File: config.mk
export PLATFORM = sky130hd
export DESIGN_NAME = sdio_rxframer
export DESIGN_NICKNAME = d
export VERILOG_FILES = /design/src/rtl/sdio_rxframer_pkg.sv /design/src/rtl/sdio_rxframer_crc16_lane.sv /design/src/rtl/sdio_rxframer.sv
export SDC_FILE = /design/constraint.sdc
export NUM_CORES = 1
export LEC_CHECK = 0
export BUFFER_PORTS_ARGS = -buffer_cell sky130_fd_sc_hd__buf_2
export CAP_MARGIN = 20
export CORE_ASPECT_RATIO = 1.4
export CORE_MARGIN = 2
export CORE_UTILIZATION = 50
export CTS_CLUSTER_SIZE = 14
export DETAILED_ROUTE_END_ITERATION = 8
export GPL_TIMING_DRIVEN = 0
export PLACE_DENSITY_LB_ADDON = 0.15
export SLEW_MARGIN = 25
export SYNTH_ARGS = -nofsm -noshare
export SYNTH_HDL_FRONTEND = slang
export SYNTH_HIERARCHICAL = 1
export SYNTH_SLANG_ARGS = --single-unit
File: constraint.sdc
create_clock -name i_clk -period 2.4 [get_ports i_clk]
set_input_delay 0.48 -clock i_clk [delete_from_list [all_inputs] [get_ports i_clk]]
set_output_delay 0.48 -clock i_clk [all_outputs]
set_load 0.01 [all_outputs]
File: src/rtl/sdio_rxframer_pkg.sv
// Shared definitions for the SDIO data receive framer: bus-width encodings, CRC16 polynomial, FSM states.
package sdio_rxframer_pkg;

   typedef enum logic [2:0] {
      S_IDLE = 3'd0,
      S_WAIT = 3'd1,
      S_DATA = 3'd2,
      S_CRC  = 3'd3,
      S_END  = 3'd4,
      S_DONE = 3'd5
   } state_t;

   localparam logic [1:0]  WIDTH_1W   = 2'd0;
   localparam logic [1:0]  WIDTH_4W   = 2'd1;
   localparam logic [1:0]  WIDTH_8W   = 2'd2;
   localparam logic [15:0] CRC16_POLY = 16'h1021;

   // Requested widths the instance cannot carry collapse to 1-bit mode.
   function automatic logic [1:0] eff_width(input logic [1:0] req, input int numio);
      eff_width = WIDTH_1W;
      if (req == WIDTH_4W && numio >= 4) eff_width = WIDTH_4W;
      if (req == WIDTH_8W && numio >= 8) eff_width = WIDTH_8W;
   endfunction

   function automatic logic [7:0] lane_mask(input logic [1:0] w);
      case (w)
         WIDTH_4W: lane_mask = 8'h0F;
         WIDTH_8W: lane_mask = 8'hFF;
         default:  lane_mask = 8'h01;
      endcase
   endfunction

   function automatic logic [5:0] lane_bits(input logic [1:0] w);
      case (w)
         WIDTH_4W: lane_bits = 6'd4;
         WIDTH_8W: lane_bits = 6'd8;
         default:  lane_bits = 6'd1;
      endcase
   endfunction

endpackage

File: src/rtl/sdio_rxframer_crc16_lane.sv
// Bit-serial CRC16 (x^16+x^12+x^5+1, init 0) for one DAT lane; updates one bit per i_ce, zero latency to o_crc.
module sdio_rxframer_crc16_lane
   import sdio_rxframer_pkg::*;
(
   input  logic        i_clk,
   input  logic        i_reset,
   input  logic        i_clear,
   input  logic        i_ce,
   input  logic        i_bit,
   output logic [15:0] o_crc
);

   logic [15:0] r_crc;
   logic        w_fb;

   assign w_fb  = i_bit ^ r_crc[15];
   assign o_crc = r_crc;

   always_ff @(posedge i_clk) begin
      if (i_reset || i_clear) begin
         r_crc <= 16'h0000;
      end else if (i_ce) begin
         r_crc <= {r_crc[14:0], 1'b0} ^ ({16{w_fb}} & CRC16_POLY);
      end
   end

endmodule

File: src/rtl/sdio_rxframer.sv
// SDIO host receive framer: start-bit hunt, word deserializer, per-lane CRC16 and end-bit check.
// o_valid 1 cycle after a word's last strobe, o_done 1 cycle after the end-bit strobe; no backpressure.
module sdio_rxframer
   import sdio_rxframer_pkg::*;
#(
   parameter int NUMIO     = 4,
   parameter int LGLEN     = 12,
   parameter int LGTIMEOUT = 23
)(
   input  logic                 i_clk,
   input  logic                 i_reset,
   input  logic                 i_en,
   input  logic [1:0]           i_width,
   input  logic [LGLEN-1:0]     i_length,
   input  logic [LGTIMEOUT-1:0] i_timeout,
   input  logic                 i_rx_strb,
   input  logic [7:0]           i_rx_data,
   output logic                 o_valid,
   output logic [31:0]          o_data,
   output logic                 o_last,
   output logic                 o_done,
   output logic                 o_err,
   output logic                 o_timeout,
   output logic                 o_busy
);

   state_t               r_state, w_state;
   logic [1:0]           r_wsel, w_wsel;
   logic [LGLEN-1:0]     r_len, w_len, r_bytes, w_bytes, w_bytes_inc;
   logic [4:0]           r_bitcnt, w_bitcnt;
   logic [5:0]           w_bitsum;
   logic [3:0]           r_crccnt, w_crccnt;
   logic [LGTIMEOUT-1:0] r_tmo, w_tmo;
   logic                 r_tmo_en, w_tmo_en;
   logic                 r_crc_err, w_crc_err;
   logic                 r_valid, w_valid, r_last, w_last;
   logic                 r_err, w_err, r_timeout, w_timeout;
   logic [31:0]          r_word, w_word, w_shifted;
   logic [7:0]           w_mask, w_act, w_exp;
   logic                 w_crc_clear, w_crc_ce;
   logic [15:0]          w_crc [NUMIO];

   for (genvar g = 0; g < NUMIO; g++) begin : g_lane
      sdio_rxframer_crc16_lane u_crc (
         .i_clk   (i_clk),
         .i_reset (i_reset),
         .i_clear (w_crc_clear),
         .i_ce    (w_crc_ce),
         .i_bit   (i_rx_data[g]),
         .o_crc   (w_crc[g])
      );
   end

   assign w_mask      = lane_mask(r_wsel);
   assign w_act       = i_rx_data & w_mask;
   assign w_bitsum    = {1'b0, r_bitcnt} + lane_bits(r_wsel);
   assign w_bytes_inc = r_bytes + LGLEN'(4);

   // Lane W-1 carries the earliest bit of each W-bit group, so it lands highest.
   always_comb begin
      case (r_wsel)
         WIDTH_4W: w_shifted = {r_word[27:0], i_rx_data[3:0]};
         WIDTH_8W: w_shifted = {r_word[23:0], i_rx_data};
         default:  w_shifted = {r_word[30:0], i_rx_data[0]};
      endcase
   end

   // CRC bits go out MSB first, so strobe k of the CRC phase carries crc[15-k].
   always_comb begin
      w_exp = 8'h00;
      for (int l = 0; l < NUMIO; l++) begin
         w_exp[l] = w_crc[l][4'd15 - r_crccnt];
      end
   end

   always_comb begin
      w_state     = r_state;
      w_wsel      = r_wsel;
      w_len       = r_len;
      w_bytes     = r_bytes;
      w_bitcnt    = r_bitcnt;
      w_crccnt    = r_crccnt;
      w_tmo       = r_tmo;
      w_tmo_en    = r_tmo_en;
      w_crc_err   = r_crc_err;
      w_word      = r_word;
      w_valid     = 1'b0;
      w_last      = 1'b0;
      w_err       = r_err;
      w_timeout   = r_timeout;
      w_crc_clear = 1'b0;
      w_crc_ce    = 1'b0;
      if (r_state != S_IDLE && !i_en) begin
         w_state = S_IDLE;
      end else begin
         case (r_state)
            S_IDLE: begin
               if (i_en && !o_done) begin
                  w_state     = S_WAIT;
                  w_wsel      = eff_width(i_width, NUMIO);
                  w_len       = i_length;
                  w_bytes     = '0;
                  w_bitcnt    = 5'd0;
                  w_crccnt    = 4'd0;
                  w_tmo       = i_timeout;
                  w_tmo_en    = (i_timeout != '0);
                  w_crc_err   = 1'b0;
                  w_err       = 1'b0;
                  w_timeout   = 1'b0;
                  w_word      = 32'h0;
                  w_crc_clear = 1'b1;
               end
            end
            S_WAIT: begin
               if (i_rx_strb) begin
                  if (w_act == 8'h00) begin
                     w_state = S_DATA;
                  end else if (r_tmo_en) begin
                     if (r_tmo == LGTIMEOUT'(1)) begin
                        w_state   = S_DONE;
                        w_err     = 1'b1;
                        w_timeout = 1'b1;
                     end else begin
                        w_tmo = r_tmo - LGTIMEOUT'(1);
                     end
                  end
               end
            end
            S_DATA: begin
               if (i_rx_strb) begin
                  w_crc_ce = 1'b1;
                  w_word   = w_shifted;
                  if (w_bitsum == 6'd32) begin
                     w_bitcnt = 5'd0;
                     w_valid  = 1'b1;
                     w_bytes  = w_bytes_inc;
                     if (w_bytes_inc == r_len) begin
                        w_last   = 1'b1;
                        w_state  = S_CRC;
                        w_crccnt = 4'd0;
                     end
                  end else begin
                     w_bitcnt = w_bitsum[4:0];
                  end
               end
            end
            S_CRC: begin
               if (i_rx_strb) begin
                  if (((w_exp ^ i_rx_data) & w_mask) != 8'h00) w_crc_err = 1'b1;
                  if (r_crccnt == 4'd15) w_state = S_END;
                  w_crccnt = r_crccnt + 4'd1;
               end
            end
            S_END: begin
               if (i_rx_strb) begin
                  w_state   = S_DONE;
                  w_err     = r_crc_err | (w_act != w_mask);
                  w_timeout = 1'b0;
               end
            end
            S_DONE:  w_state = S_IDLE;
            default: w_state = S_IDLE;
         endcase
      end
   end

   always_ff @(posedge i_clk) begin
      if (i_reset) begin
         r_state   <= S_IDLE;
         r_wsel    <= WIDTH_1W;
         r_len     <= '0;
         r_bytes   <= '0;
         r_bitcnt  <= 5'd0;
         r_crccnt  <= 4'd0;
         r_tmo     <= '0;
         r_tmo_en  <= 1'b0;
         r_crc_err <= 1'b0;
         r_word    <= 32'h0;
         r_valid   <= 1'b0;
         r_last    <= 1'b0;
         r_err     <= 1'b0;
         r_timeout <= 1'b0;
      end else begin
         r_state   <= w_state;
         r_wsel    <= w_wsel;
         r_len     <= w_len;
         r_bytes   <= w_bytes;
         r_bitcnt  <= w_bitcnt;
         r_crccnt  <= w_crccnt;
         r_tmo     <= w_tmo;
         r_tmo_en  <= w_tmo_en;
         r_crc_err <= w_crc_err;
         r_word    <= w_word;
         r_valid   <= w_valid;
         r_last    <= w_last;
         r_err     <= w_err;
         r_timeout <= w_timeout;
      end
   end

   assign o_valid   = r_valid & ~i_reset;
   assign o_last    = r_last & ~i_reset;
   assign o_data    = r_word;
   assign o_done    = (r_state == S_DONE) & ~i_reset;
   assign o_err     = o_done & r_err;
   assign o_timeout = o_done & r_timeout;
   assign o_busy    = (r_state != S_IDLE);

endmodule
# Word-level counts from Yosys, hierarchy flattened
# Cells that the tools add are included.
dict set report classes {
  n_addsub 5
  order_cmp 1
  n_eq_ne 28
  n_mux 67
  bitwise_logic 22
  n_reduce_logical 26
}
# cell n
set ops {}
lappend ops {{$pmux 32 s2} 2}
lappend ops {{$mux 23} 5}
lappend ops {{$mux 32} 2}
lappend ops {{$xor 16x13->16} 4}
lappend ops {{$pmux 23 s2} 1}
lappend ops {{$mux 12} 3}
lappend ops {{$mux 3} 11}
lappend ops {{$ne 2x2->1 const B} 13}
lappend ops {{$pmux 12 s2} 1}
lappend ops {{$eq 23x1->1 const B} 1}
lappend ops {{$reduce_bool 23->1} 1}
lappend ops {{$sub 23x1->23 const B} 1}
lappend ops {{$mux 1} 22}
lappend ops {{$mux 4} 5}
lappend ops {{$and 8x8->8} 2}
lappend ops {{$bmux 1 s4} 4}
lappend ops {{$pmux 8 s2} 1}
lappend ops {{$mux 5} 3}
lappend ops {{$pmux 3 s5} 1}
lappend ops {{$reduce_and 7->1} 2}
lappend ops {{$add 12x3->12 const B} 1}
lappend ops {{$eq 12x12->1} 1}
lappend ops {{$pmux 4 s3} 1}
lappend ops {{$pmux 5 s2} 1}
lappend ops {{37 further kinds} 60}
dict set report totals {
  register_bits 163
  in_bits 49
  output_inout_bits 38
  wordCells 167
}

# Depth between registers and ports, before layout
# Gate-level depths: netlist of run 1.
dict set report logic_depth {
  word_depth 9
  ltp_mapped 12
}

# Modules after synthesis
# Netlist of run 1, hierarchy kept.
# module instances cells_per_inst area_per_inst_um2
set modules_own_cells {}
lappend modules_own_cells {sdio_rxframer 1 721 5888.1}
lappend modules_own_cells {sdio_rxframer_crc16_lane 4 60 633.1}

# Worst setup path before layout of run 1
# OpenSTA, ideal clock, no wires.
dict set report synth_timing {
  kind {register -> register}
  startpoint {register r_wsel[0]}
  endpoint {register r_bytes[8]}
  setup_ns 0.070
  t_arrival_ns 2.519
  t_required_ns 2.330
  path_slack_ns -0.190
  path_stages_with_launch 11
  period_less_slack_ns 2.590
  path_cell_list {dfxtp_1 -> buf_2 -> inv_1 -> ha_1 -> ha_1 -> xor2_1 -> or4_4 -> a21oi_2 -> nand2_1 -> or4b_1 -> a21oi_1}
}
dict set report synth_between {
  elab_chain_cells 6
  elab_cells_between_ends 7
  cone_classes {add/sub (1); eq/ne (4); mux (1); reduce/logical (1)}
}
# element line_no
set synth_rtl {}
lappend synth_rtl {{start, declared} sdio_rxframer.sv:28} ;# logic [1:0] r_wsel, w_wsel;
lappend synth_rtl {{start signal, assigned} sdio_rxframer.sv:185} ;# r_wsel <= w_wsel;
lappend synth_rtl {{$eq 2x2->1 / $eq 2x1->1 (equally long branches)} sdio_rxframer_pkg.sv:34} ;# case (w)
lappend synth_rtl {{$pmux 4 s2 (*)} sdio_rxframer_pkg.sv:34}
lappend synth_rtl {{$add 5x6->6 (*)} sdio_rxframer.sv:56} ;# assign w_bitsum = {1'b0, r_bitcnt} + lane_bits(r_wsel);
lappend synth_rtl {{$eq 6x6->1 (*)} sdio_rxframer.sv:133} ;# if (w_bitsum == 6'd32) begin
lappend synth_rtl {{$ne 2x2->1 (no line) (*)} -}
lappend synth_rtl {{$reduce_and 5->1 (no line) (*)} -}
lappend synth_rtl {{end signal, assigned} sdio_rxframer.sv:187} ;# r_bytes <= w_bytes;
lappend synth_rtl {{end, declared} sdio_rxframer.sv:29} ;# logic [LGLEN-1:0] r_len, w_len, r_bytes, w_bytes, w_bytes_inc;
# Mark *: on every way between the ends. The rest lies on a longest branch, timed or not.
# A chain may end at the register's enable or synchronous reset.

# Final worst setup path of run 1
dict set report layout_timing {
  startpoint {register r_wsel[0]}
  endpoint {register r_crccnt[1]}
}
dict set report layout_between {
  elab_chain_cells 6
  elab_cells_between_ends 7
  cone_classes {add/sub (1); eq/ne (4); mux (1); reduce/logical (1)}
}
# element line_no
set layout_rtl {}
lappend layout_rtl {{$eq 2x2->1 / $eq 2x1->1 (equally long branches)} sdio_rxframer_pkg.sv:34}
lappend layout_rtl {{$pmux 4 s2 (*)} sdio_rxframer_pkg.sv:34}
lappend layout_rtl {{$add 5x6->6 (*)} sdio_rxframer.sv:56}
lappend layout_rtl {{$eq 6x6->1 (*)} sdio_rxframer.sv:133}
lappend layout_rtl {{$ne 2x2->1 (no line) (*)} -}
lappend layout_rtl {{$reduce_and 7->1 (no line) (*)} -}
lappend layout_rtl {{end signal, assigned} sdio_rxframer.sv:189} ;# r_crccnt <= w_crccnt;
lappend layout_rtl {{end, declared} sdio_rxframer.sv:32} ;# logic [3:0] r_crccnt, w_crccnt;
# Marks and branches as above.

==> impl_results.md, run 1 <==
- Final hold viol count: 0
- CTS tree: done
- Internal power: 5.94 mW
- Post-route design area: 0.0101 sq mm
- Syn-to-layout area delta: 20.3%
- Inserted Diodes: 0
- Library cells used by synthesis: 72
- Root Driver: clkbuf_16
- WL/cell: 17.3 microns
- Crit path kind: flip-flop to flip-flop
- Syn Nets: 1017
- CTS Sinks: 160
- PD cells: 943 mW/mm^2
- Max Root-Sink Buffers: 2
- Crit path DAT: 2900 ps
- Gr ovfl total: 0
- Number of enable flip-flop cells after synthesis: 0
- DPL Wire Length: 15600 microns
- Hold_sp: i_length[9]
- Status: complete, but fails checks
- Highest Clock Rate: 0.392 GHz
- Fin crit share: 1.06
- Sequential share of power: 0.332
- WHS: 289 ps
- Initial antenna violation count: 0
- Slew Viols, Final: 0
- Num CTS Buffers: 17
- Final clock skew: 7.73 ps
- Layout Cells excl Fill: 1291
- Fraction of layout cells with a size suffix above 1: 0.247
- MaxCap Viol Count: 0
- Setup violators final: 12
- Yosys top cell by area: dfxtp_1
- FF-to-FF setup slack: -150 ps
- Share of the synthesized area in the top cell type: 0.380
- Main flop type after synthesis: dfxtp_1
- DR vias/cell: 5.83
- Final Net Count: 1132
- Vias in the first global route: 7169
- Final GP Congestion: 0.867
- Placed Cells: 1245
- Crit path launch type: flip-flop
- Routed via count: 7524
- Ys Warns: 6
- Pleak: 3.72 nW
- Unrepaired setup endpoints after global routing: yes
- Drt first pass iters: 7
- Initial Util: 0.507
- Die area: 0.0179 sq mm
- Endpoint type of the worst setup path: flip-flop
- Sequential share of the synthesized area: 0.380
- Failing checks: setup timing
- Clock share of power: 0.289
- Total GRT Usage: 0.251
- Critical Path Start: r_wsel[0]
- Clock Latency Late Sink: 430 ps
- Die Ht: 158 microns
- Avg Inst Size Synth: 8.76 sq um
- First-pass GRT wire length: 35900 microns
- DRT iter0 DRCs: 592
- Peak VDD IR: 0.000515 V
- Top cells by area, synth: dfxtp_1 38%, mux2i_1 9.3%, nor2_1 6.1%
- Net Sw Power: 3.61 mW
- H-tree levels: 4
- Worst setup margin: -153 ps
- Switching Share: 0.378
- Combinational share of power: 0.379
- Hold Crit Class: input pin to flip-flop
- Min cycle time layout: 2550 ps
- Dpl cell area: 0.00911 sq mm
- DRT antenna net count: 0
- Largest net degree at the start of global routing: 22
- I/O Buffers: 81
- Flop and latch count out of synthesis: 160
- CP max FO: 4
- DRT Wirelength: 22400 microns
- Reg-to-reg critical path startpoint: r_wsel[0]
- Post-synthesis cell count: 961
- IO Pins: 87
- Netlist Area Pre-Place: 0.00842 sq mm
- Worst-Margin Slew: 720 ps
- # DRC: 0
- Die Width: 114 microns
- Core Region: 0.0166 sq mm
- Critical Path RT: 2750 ps
- Async SR Flop Fraction: 0
- FP Rows: 56
- CTS clk-pin slew, worst paths: 60 ps
- Slew headroom: 0.520
- Fill cells: 1484
## cell usage in the layout, fill, tap and decap left out, types with 8 or more instances in the layout
cell type,instances
clkbuf_16,17
and2_1,11
buf_4,26
nand3b_1,13
mux4_2,15
nor2_1,134
a22oi_1,26
a31oi_1,9
nand3_1,22
inv_1,8
nand4b_1,10
buf_2,89
dfxtp_1,155
nor3_1,23
nand2b_1,11
nand2_1,76
mux2i_1,78
a21oi_1,65
o21ai_1,18
nand4_1,14
xnor2_1,14
o21ai_0,17
nor4_1,9
buf_6,14
xor2_1,11
clkbuf_1,34
mux2_2,21
## timing repair
action                     CTS  global route
pin swaps                   13            11
setup endpoints to repair  131            45
hold buffers                 0             0
buffers inserted            15             4
resized for setup           55            50
gates cloned                 0             0
## flip-flops by register name, summed over array words and instances (netlist names)
name                cells
g_lane.u_crc/o_crc     64
o_data                 32
r_tmo                  23
r_len                  12
r_bytes                10
r_bitcnt                5
r_crccnt                4
r_state                 3
r_crc_err               1
r_err                   1
r_last                  1
r_timeout               1
r_tmo_en                1
r_valid                 1
r_wsel                  1
## layout make-up
type / instances / area, sq um / share of cell area
multi-input combinational: 715 / 5030 / 0.496
sequential: 160 / 3210 / 0.317
timing repair buffer: 100 / 556 / 0.0549
clock buffer: 20 / 437 / 0.0431
buffer: 71 / 437 / 0.0431
tap: 203 / 254 / 0.0251
clock inverter: 11 / 159 / 0.0157
inverter: 11 / 46.3 / 0.00457
## path summary, 6_finish.rpt
path                      end  cells after the start
hold / removal       r_len[9]                      3
hold reg to reg      r_len[0]                      2
setup reg to reg  r_crccnt[1]                     11
setup / recovery  r_crccnt[1]                     11
## worst max-delay path, stage by stage, from the launching register on
cell	delay (ps)
dfxtp_2	350
buf_6	110
inv_4	30
ha_4	150
ha_4	160
xor2_2	150
or4_4	600
nor3_4	170
o2111ai_4	160
o41ai_4	220
buf_4	190
mux2i_1	190
## logic make-up after synthesis
| group | Yosys count | synth area share |
|---|---|---|
| buffers and inverters | 86 | 0.0516 |
| XOR/XNOR | 26 | 0.0270 |
| flip-flops | 160 | 0.380 |
| AND/OR/NAND/NOR | 371 | 0.217 |
| multiplexers | 114 | 0.161 |
| AO/OA/AOI/OAI | 197 | 0.153 |
| adder cells (fa/ha/maj) | 7 | 0.0104 |
## cell usage after synthesis (all sizes together) (6+ instances only)
| master | instances |
|---|---|
| a211oi | 10 |
| a21oi | 69 |
| a22oi | 26 |
| a31oi | 9 |
| and2 | 11 |
| buf | 33 |
| clkbuf | 42 |
| dfxtp | 160 |
| ha | 7 |
| inv | 11 |
| mux2 | 21 |
| mux2i | 78 |
| mux4 | 15 |
| nand2 | 77 |
| nand2b | 11 |
| nand3 | 23 |
| nand3b | 13 |
| nand4 | 14 |
| nand4b | 10 |
| nor2 | 138 |
| nor2b | 6 |
| nor3 | 27 |
| nor4 | 13 |
| o21ai | 41 |
| or2 | 6 |
| or3 | 9 |
| xnor2 | 14 |
| xor2 | 12 |
## power by group through the flow
stage	clock, mW	sequential, mW	combinational [mW]
after floorplan	0	3.08	2.35
after global placement	0	3.13	3.10
after detailed placement	0	3.13	3.12
after CTS	2.81	3.11	3.38
after global routing	2.92	3.20	3.94
final	2.76	3.17	3.62
## per-stage QoR
stage                      util  power, mW  setup TNS [ps]  worst slack [ps]
after CTS                 0.600       9.31           -1030              -171
after global placement    0.548       6.24          -74110             -1000
after detailed placement  0.548       6.25          -43460              -592
final                     0.610       9.55            -976              -153
after floorplan               -       5.43           -1310             -43.3
after global routing      0.610       10.1           -2240              -233
## per-layer routing
layer  track usage  part of all wire  routed length [microns]  up-vias
met5             0                 0                        0        -
met4        0.0889             0.017                      381        0
met3        0.0466             0.042                      933       29
met2         0.454              0.52                    11700      179
met1         0.296              0.42                     9380     3620
li1              -                 -                        -     3696
Power figures use the tool's default switching activity.
==> run 2, diff against run 1 <==
--- a/config.mk
+++ b/config.mk
@@ -14,6 +14,7 @@
 export DETAILED_ROUTE_END_ITERATION = 8
 export GPL_TIMING_DRIVEN = 0
 export PLACE_DENSITY_LB_ADDON = 0.15
+export RECOVER_POWER = 25
 export SLEW_MARGIN = 25
 export SYNTH_ARGS = -nofsm -noshare
 export SYNTH_HDL_FRONTEND = slang
==> run 2 against run 1 <==
Compared with the run above: the run still ends with setup timing left; clock power about the same; hold slack better by 0.73 ps; sequential power is essentially flat; register-to-register slack hardly changed; cell area shrank 0.42%; power hardly changed; largest cell class unchanged; setup slack better by 1.2 ps; cell count unchanged; clock skew barely moved; sequential share of layout area rose by 0.13 points; flip-flop and latch count stayed put; first-iteration DRC count fell by 11%.
==> impl_results.md, run 2 (synthesis gave the netlist of run 1 again) <==
- Status: complete, but fails checks
- Failing checks: setup timing
- FP Rows: 56 (unchanged)
- # DRC: 0 (unchanged)
- Inserted Diodes: 0 (unchanged)
- Num CTS Buffers: 17 (unchanged)
- Placed Cells: 1245 (unchanged)
- I/O Buffers: 81 (unchanged)
- Max Root-Sink Buffers: 2 (unchanged)
- Core Region: 0.0166 sq mm (unchanged)
- Syn-to-layout area delta: 19.7%
- Final GP Congestion: 0.867 (unchanged)
- DRT iter0 DRCs: 525 (-11%)
- Clock Latency Late Sink: 430 ps (about the same)
- Hold Crit Class: input pin to flip-flop
- Die Width: 114 microns (unchanged)
- Worst setup margin: -152 ps (+1.23 ps)
- CP max FO: 4 (unchanged)
- Min cycle time layout: 2550 ps (-1.23 ps)
- Max reg flops: 64 (unchanged)
- Crit path launch type: flip-flop
- Number of hold buffers added after CTS: 0 (unchanged)
- Most frequent cells in the layout: 155 x dfxtp_1, 134 x nor2_1, 78 x mux2i_1
- Slew Viols, Final: 0 (unchanged)
- DRT antenna net count: 0 (unchanged)
- Unrepaired setup endpoints after global routing: yes
- Final clock skew: 7.47 ps (-0.265 ps)
- Most common cell after layout, fill and taps aside: dfxtp_1
- Fin crit share: 1.06 (about the same)
- Worst-path cell chain: buf_6, inv_4, ha_4, ha_4, xor2_2, or4_4, nor3_4, o2111ai_4, o41ai_4, buf_4, mux2i_1
- Vias in the first global route: 7169 (unchanged)
- MaxCap Viol Count: 0 (unchanged)
- CTS tree: done
- CTS clk-pin slew, worst paths: 60 ps (about the same)
- Layout Cells excl Fill: 1291 (unchanged)
- Critical Path Max Stage Delay: 600 ps (about the same)
- Initial Util: 0.507 (unchanged)
- Crit path DAT: 2900 ps (about the same)
- CP max stage cell: or4_4
- Final hold viol count: 0 (unchanged)
- WL/cell: 17.3 microns (about the same)
- Fin util: 0.607 (-0.00256)
- H-tree levels: 4 (unchanged)
- PD cells: 947 mW/mm^2 (+0.39%)
- Largest net degree at the start of global routing: 22 (unchanged)
- Root Driver: clkbuf_16
- Peak VDD IR: 0.000517 V (+0.41%)
- Total GRT Usage: 0.251 (unchanged)
- DPL Wire Length: 15600 microns (unchanged)
- Gr ovfl total: 0 (unchanged)
- Slew headroom: 0.516 (-0.00415)
- Pleak: 3.57 nW (-4.0%)
- Die Ht: 158 microns (unchanged)
- Die area: 0.0179 sq mm (unchanged)
- Routed via count: 7521 (-0.040%)
- First-pass GRT wire length: 35900 microns (unchanged)
- Post-Place Worst Slack: -592 ps (unchanged)
- Fraction of layout cells with a size suffix above 1: 0.216 (-0.0313)
- CTS Sinks: 160 (unchanged)
- Worst-Margin Slew: 726 ps (+6.23 ps)
- Most frequent CP cell: ha_4
- Drt first pass iters: 6 (-1)
- Initial antenna violation count: 0 (unchanged)
- Setup violators final: 13 (+1)
- DRT Wirelength: 22400 microns (about the same)
- Final Net Count: 1132 (unchanged)
- Critical Path RT: 2750 ps (about the same)
- IO Pins: 87 (unchanged)
- DR vias/cell: 5.83 (about the same)
- Endpoint type of the worst setup path: flip-flop
- Highest Clock Rate: 0.392 GHz (about the same)
- Crit path kind: flip-flop to flip-flop
==> run 2: cell type report <==
cell class	instances	area [sq um]
Buffer	71	437
Clock buffer	20	437
Clock inverter	11	159
Fill cell	1503	6520
Inverter	11	46.3
Multi-Input combinational cell	715	5030
Sequential cell	160	3210
Tap cell	203	254
Timing Repair Buffer	100	513
==> run 2: repair_timing <==
item | in CTS | in global routing
resized for setup | 55 | 50
setup endpoints to repair | 131 | 45
pin swaps | 13 | 11
buffers inserted | 15 | 4
==> run 2: final timing paths <==
| check | slack [ps] | from | to | depth (start not counted) |
|---|---|---|---|---|
| setup / recovery | -150 | r_wsel[0] | r_crccnt[1] | 11 |
| hold / removal | 290 | i_length[9] | r_len[9] | 3 |
| setup reg to reg | -150 | r_wsel[0] | r_crccnt[1] | 11 |
| hold reg to reg | 450 | r_len[0] | r_len[0] | 2 |
==> run 2: power breakdown <==
part / switching [mW] / internal (mW) / leakage (nW)
clock network: 1.12 / 1.65 / 0.285
registers: 0.284 / 2.88 / 1.30
logic: 2.21 / 1.41 / 1.99
total: 3.61 / 5.94 / 3.57
==> run 2: routing by layer <==
metal | global-route usage | vias to the layer above | share of wire | wire, microns
met5 | 0 | - | 0 | 0
met4 | 0.0889 | 0 | 0.018 | 395
met3 | 0.0466 | 36 | 0.041 | 916
met2 | 0.454 | 165 | 0.52 | 11700
met1 | 0.296 | 3622 | 0.42 | 9380
li1 | - | 3698 | - | -
==> run 2: worst max-delay path, delay by kind of cell, from the launching register on <==
kind | cells | cell delay [ps]
simple gates | 2 | 770
compound gates | 2 | 390
flops | 1 | 350
buf+inv | 3 | 330
fa+ha+maj | 2 | 310
mux | 1 | 180
xor+xnor | 1 | 150
==> run 2: stage by stage <==
| stage | setup TNS (ps) | hold slack, ps | instance area, sq um | power (mW) |
|---|---|---|---|---|
| after floorplan | -1310 | 431 | 8450 | 5.43 |
| after global placement | -74110 | 443 | 9100 | 6.24 |
| after detailed placement | -43460 | 445 | 9110 | 6.25 |
| after CTS | -1030 | 275 | 9970 | 9.31 |
| after global routing | -2430 | 290 | 10100 | 10.1 |
| final | -1070 | 290 | 10100 | 9.55 |
==> run 3, diff against run 2 <==
--- a/config.mk
+++ b/config.mk
@@ -18,5 +18,4 @@
 export SLEW_MARGIN = 25
 export SYNTH_ARGS = -nofsm -noshare
 export SYNTH_HDL_FRONTEND = slang
-export SYNTH_HIERARCHICAL = 1
 export SYNTH_SLANG_ARGS = --single-unit
==> run 3 against run 2 <==
Compared with the run above: the run now ends clean; hold slack got worse by 5.7 ps; setup slack improved by 190 ps; combinational power fell by 18%; sequential share of layout area rose by 1.2 points; routed wire length is 2.5% higher; first-iteration DRC count rose by 12%; register-to-register slack improved by 190 ps; clock power up 8.7%; largest cell class unchanged.
==> impl_results.md, run 3 <==
- Netlist Area Pre-Place: 0.00817 sq mm (-2.9%)
- Top cells by area, synth: dfxtp_1 39%, a21oi_1 9.8%, nand2_1 9.5%
- Fin crit share: 0.985 (-0.0787)
- Highest Clock Rate: 0.423 GHz (+8.0%)
- Most common cell after layout, fill and taps aside: nand2_1
- Number of enable flip-flop cells after synthesis: 0 (unchanged)
- Reg-to-Reg End: r_crccnt[0]
- Total GRT Usage: 0.261 (+0.0104)
- Gr ovfl total: 0 (unchanged)
- DRT antenna net count: 0 (unchanged)
- Final Net Count: 1205 (+6.4%)
- Final hold viol count: 0 (unchanged)
- Ys Warns: 0 (-6)
- Area of the multi-input gates: 0.00475 sq mm (-5.6%)
- CTS Sinks: 160 (unchanged)
- Worst-path cell chain: ha_4, nand3_4, or4b_4, a2111o_1, a21bo_2, mux2_4
- Fin Setup TNS: 0 ps (+1070 ps)
- Vias in the first global route: 7411 (+3.4%)
- Yosys top cell by area: dfxtp_1
- Largest net degree at the start of global routing: 17 (-23%)
- Min cycle time layout: 2360 ps (-189 ps)
- Pleak: 3.26 nW (-8.6%)
- Die Ht: 155 microns (-1.4%)
- Avg Inst Size Synth: 7.85 sq um (-10%)
- H-tree levels: 4 (unchanged)
- FF-to-FF setup slack: 40 ps (+190 ps)
- Drt first pass iters: 6 (unchanged)
- Crit path launch type: flip-flop
- CTS tree: done
- DPL Wire Length: 16200 microns (+3.6%)
- Main flop type after synthesis: dfxtp_1
- First-pass GRT wire length: 36800 microns (+2.6%)
- FP Rows: 55 (-1.8%)
- Synth top cells by count: 206 x nand2_1, 160 x a21oi_1, 160 x dfxtp_1
- Die Width: 112 microns (-1.4%)
- DRT Wirelength: 22900 microns (+2.5%)
- Initial Util: 0.508 (+0.000532)
- Power Total: 9.03 mW (-5.4%)
- CP max stage cell: or4b_4
- Async SR Flop Fraction: 0 (unchanged)
- Hold Crit Class: input pin to flip-flop
- Fill cells: 1485 (-1.2%)
- Die area: 0.0174 sq mm (-2.8%)
- Clock Latency Late Sink: 430 ps (about the same)
- Library cells used by synthesis: 63 (-13%)
- WL/cell: 16.9 microns (-2.8%)
- Critical Path Start: r_bytes[2]
- Max reg flops: 64 (unchanged)
- CTS clk-pin slew, worst paths: 60 ps (about the same)
- Worst-Margin Slew: 753 ps (+26.8 ps)
- Reg-to-reg critical path startpoint: r_bytes[2]
- Worst path top cell family by delay: compound AO/OA/AOI/OAI gates
- IO Pins: 87 (unchanged)
- Initial antenna violation count: 0 (unchanged)
- Root Driver: clkbuf_16
- Slew Viols, Final: 0 (unchanged)
- Unrepaired setup endpoints after global routing: yes
- Endpoint type of the worst setup path: flip-flop
- Worst R2R Path Depth: 6 (-5)
- Buf+Inv Stages, Crit Path: 0 (-3)
- Inserted Diodes: 0 (unchanged)
- Critical Path Max Stage Delay: 550 ps (-50 ps)
- Routed via count: 7926 (+5.4%)
- Most frequent cells in the layout: 206 x nand2_1, 158 x a21oi_1, 150 x dfxtp_1
- DR vias/cell: 5.82 (about the same)
- Num CTS Buffers: 17 (unchanged)
- PD cells: 926 mW/mm^2 (-2.2%)
- # DRC: 0 (unchanged)
- Worst setup margin: 36.8 ps (+189 ps)
- Post-Place Worst Slack: -391 ps (+201 ps)
- Sequential share of the synthesized area: 0.392 (+0.0115)
- Max Root-Sink Buffers: 2 (unchanged)
- Final clock skew: 9.88 ps (+2.41 ps)
- Slew headroom: 0.498 (-0.0179)
- WP depth: 6 (-5)
- DRT iter0 DRCs: 588 (+12%)
- MaxCap Viol Count: 0 (unchanged)
- Peak VDD IR: 0.000619 V (+20%)
- CP max FO: 6 (+2)
- Crit path kind: flip-flop to flip-flop
- Storage cell area: 0.00322 sq mm (+0.27%)
- Final GP Congestion: 0.915 (+5.6%)
- Share of the synthesized area in the top cell type: 0.392 (+0.0115)
- Status: finished clean
- Syn Nets: 1097 (+7.9%)
- Worst setup path end: r_crccnt[0]
- Core Region: 0.0161 sq mm (-3.0%)
- Flop and latch count out of synthesis: 160 (unchanged)
- Post-synthesis cell count: 1041 (+8.3%)
- I/O Buffers: 78 (-3.7%)
- Top-count cell post-synth: nand2_1
- Syn-to-layout area delta: 19.3%
- Fraction of layout cells with a size suffix above 1: 0.149 (-0.0671)
- Crit path DAT: 2680 ps (-220 ps)
- Setup violators final: 0 (-13)
- Critical Path RT: 2720 ps (-30 ps)
run 3: cell count changes in the layout (fill, tap and decap cells not counted), sizes merged, moves of 9 or more:
cell    before  now
a21oi       69  160
nand2       77  206
nand3b      13    4
a22oi       26    2
mux2        21    1
buf         97   74
nor3        27   51
nand4b      10    1
nor2       138   82
mux2i       78   47
clkbuf      94  116
run 3: timing repair:
| action | CTS | global route |
|---|---|---|
| hold buffers | 0 | 0 |
| hold endpoints to repair | 0 | 0 |
| setup endpoints to repair | 100 | 103 |
| cloned | 0 | 3 |
| setup buffers | 4 | 8 |
| pin swaps | 3 | 17 |
| gates resized for setup | 26 | 57 |
run 3: worst min path at each step:
stage                start           to  slack [ps]  cells past startpoint
6_report       i_length[6]     r_len[6]         280                      3
2_1_floorplan  r_bitcnt[0]  r_bitcnt[0]         440                      2
3_5_place_dp      r_len[1]     r_len[1]         450                      2
3_3_place_gp      r_len[0]     r_len[0]         440                      2
5_1_grt        i_length[0]     r_len[0]         290                      3
4_1_cts        i_length[6]     r_len[6]         270                      3
run 3: final cells by class:
| type | instances | share of cell area |
|---|---|---|
| multi-input combinational | 792 | 0.487 |
| sequential | 160 | 0.330 |
| timing repair buffer | 93 | 0.0498 |
| clock buffer | 21 | 0.0493 |
| clock inverter | 11 | 0.0181 |
| buffer | 77 | 0.0370 |
| tap | 199 | 0.0255 |
| inverter | 8 | 0.00308 |
run 3: power by group:
| group | switching (mW) | internal (mW) | total [mW] |
|---|---|---|---|
| clock | 1.13 | 1.86 | 3.00 |
| combinational | 1.90 | 1.05 | 2.96 |
| sequential | 0.218 | 2.86 | 3.08 |
run 3: routing by layer:
| metal | share of wire | GRT usage | wire, microns |
|---|---|---|---|
| met1 | 0.42 | 0.314 | 9590 |
| met2 | 0.49 | 0.449 | 11300 |
| met3 | 0.052 | 0.0573 | 1190 |
| met4 | 0.037 | 0.116 | 838 |
| met5 | 0 | 0 | 0 |
run 3: per-stage QoR:
stage | cells | instance area (sq um) | hold WS [ps] | util
floorplan | 1041 | 8170 | 436 | -
global placement | 1318 | 8810 | 445 | 0.547
detailed placement | 1318 | 8810 | 448 | 0.547
CTS | 1353 | 9580 | 272 | 0.595
global route | 1361 | 9750 | 287 | 0.605
finish | 1361 | 9750 | 284 | 0.605
run 3: worst register-to-register path, cell delays in order (launching register included):
cell and delay (ps):
dfxtp_4 380, ha_4 180, nand3_4 100, or4b_4 550, a2111o_1 500, a21bo_2 240, mux2_4 300
run 3: kinds of logic after synthesis:
| family | after synthesis | share of synthesized area |
|---|---|---|
| DFF | 160 | 0.392 |
| xor gates and xnor gates | 32 | 0.0360 |
| AOI/OAI and AO/OA | 262 | 0.181 |
| adders and majority gates | 7 | 0.0107 |
| buffers and inverters | 89 | 0.0427 |
| muxes | 63 | 0.101 |
| and+or+nand+nor | 428 | 0.237 |
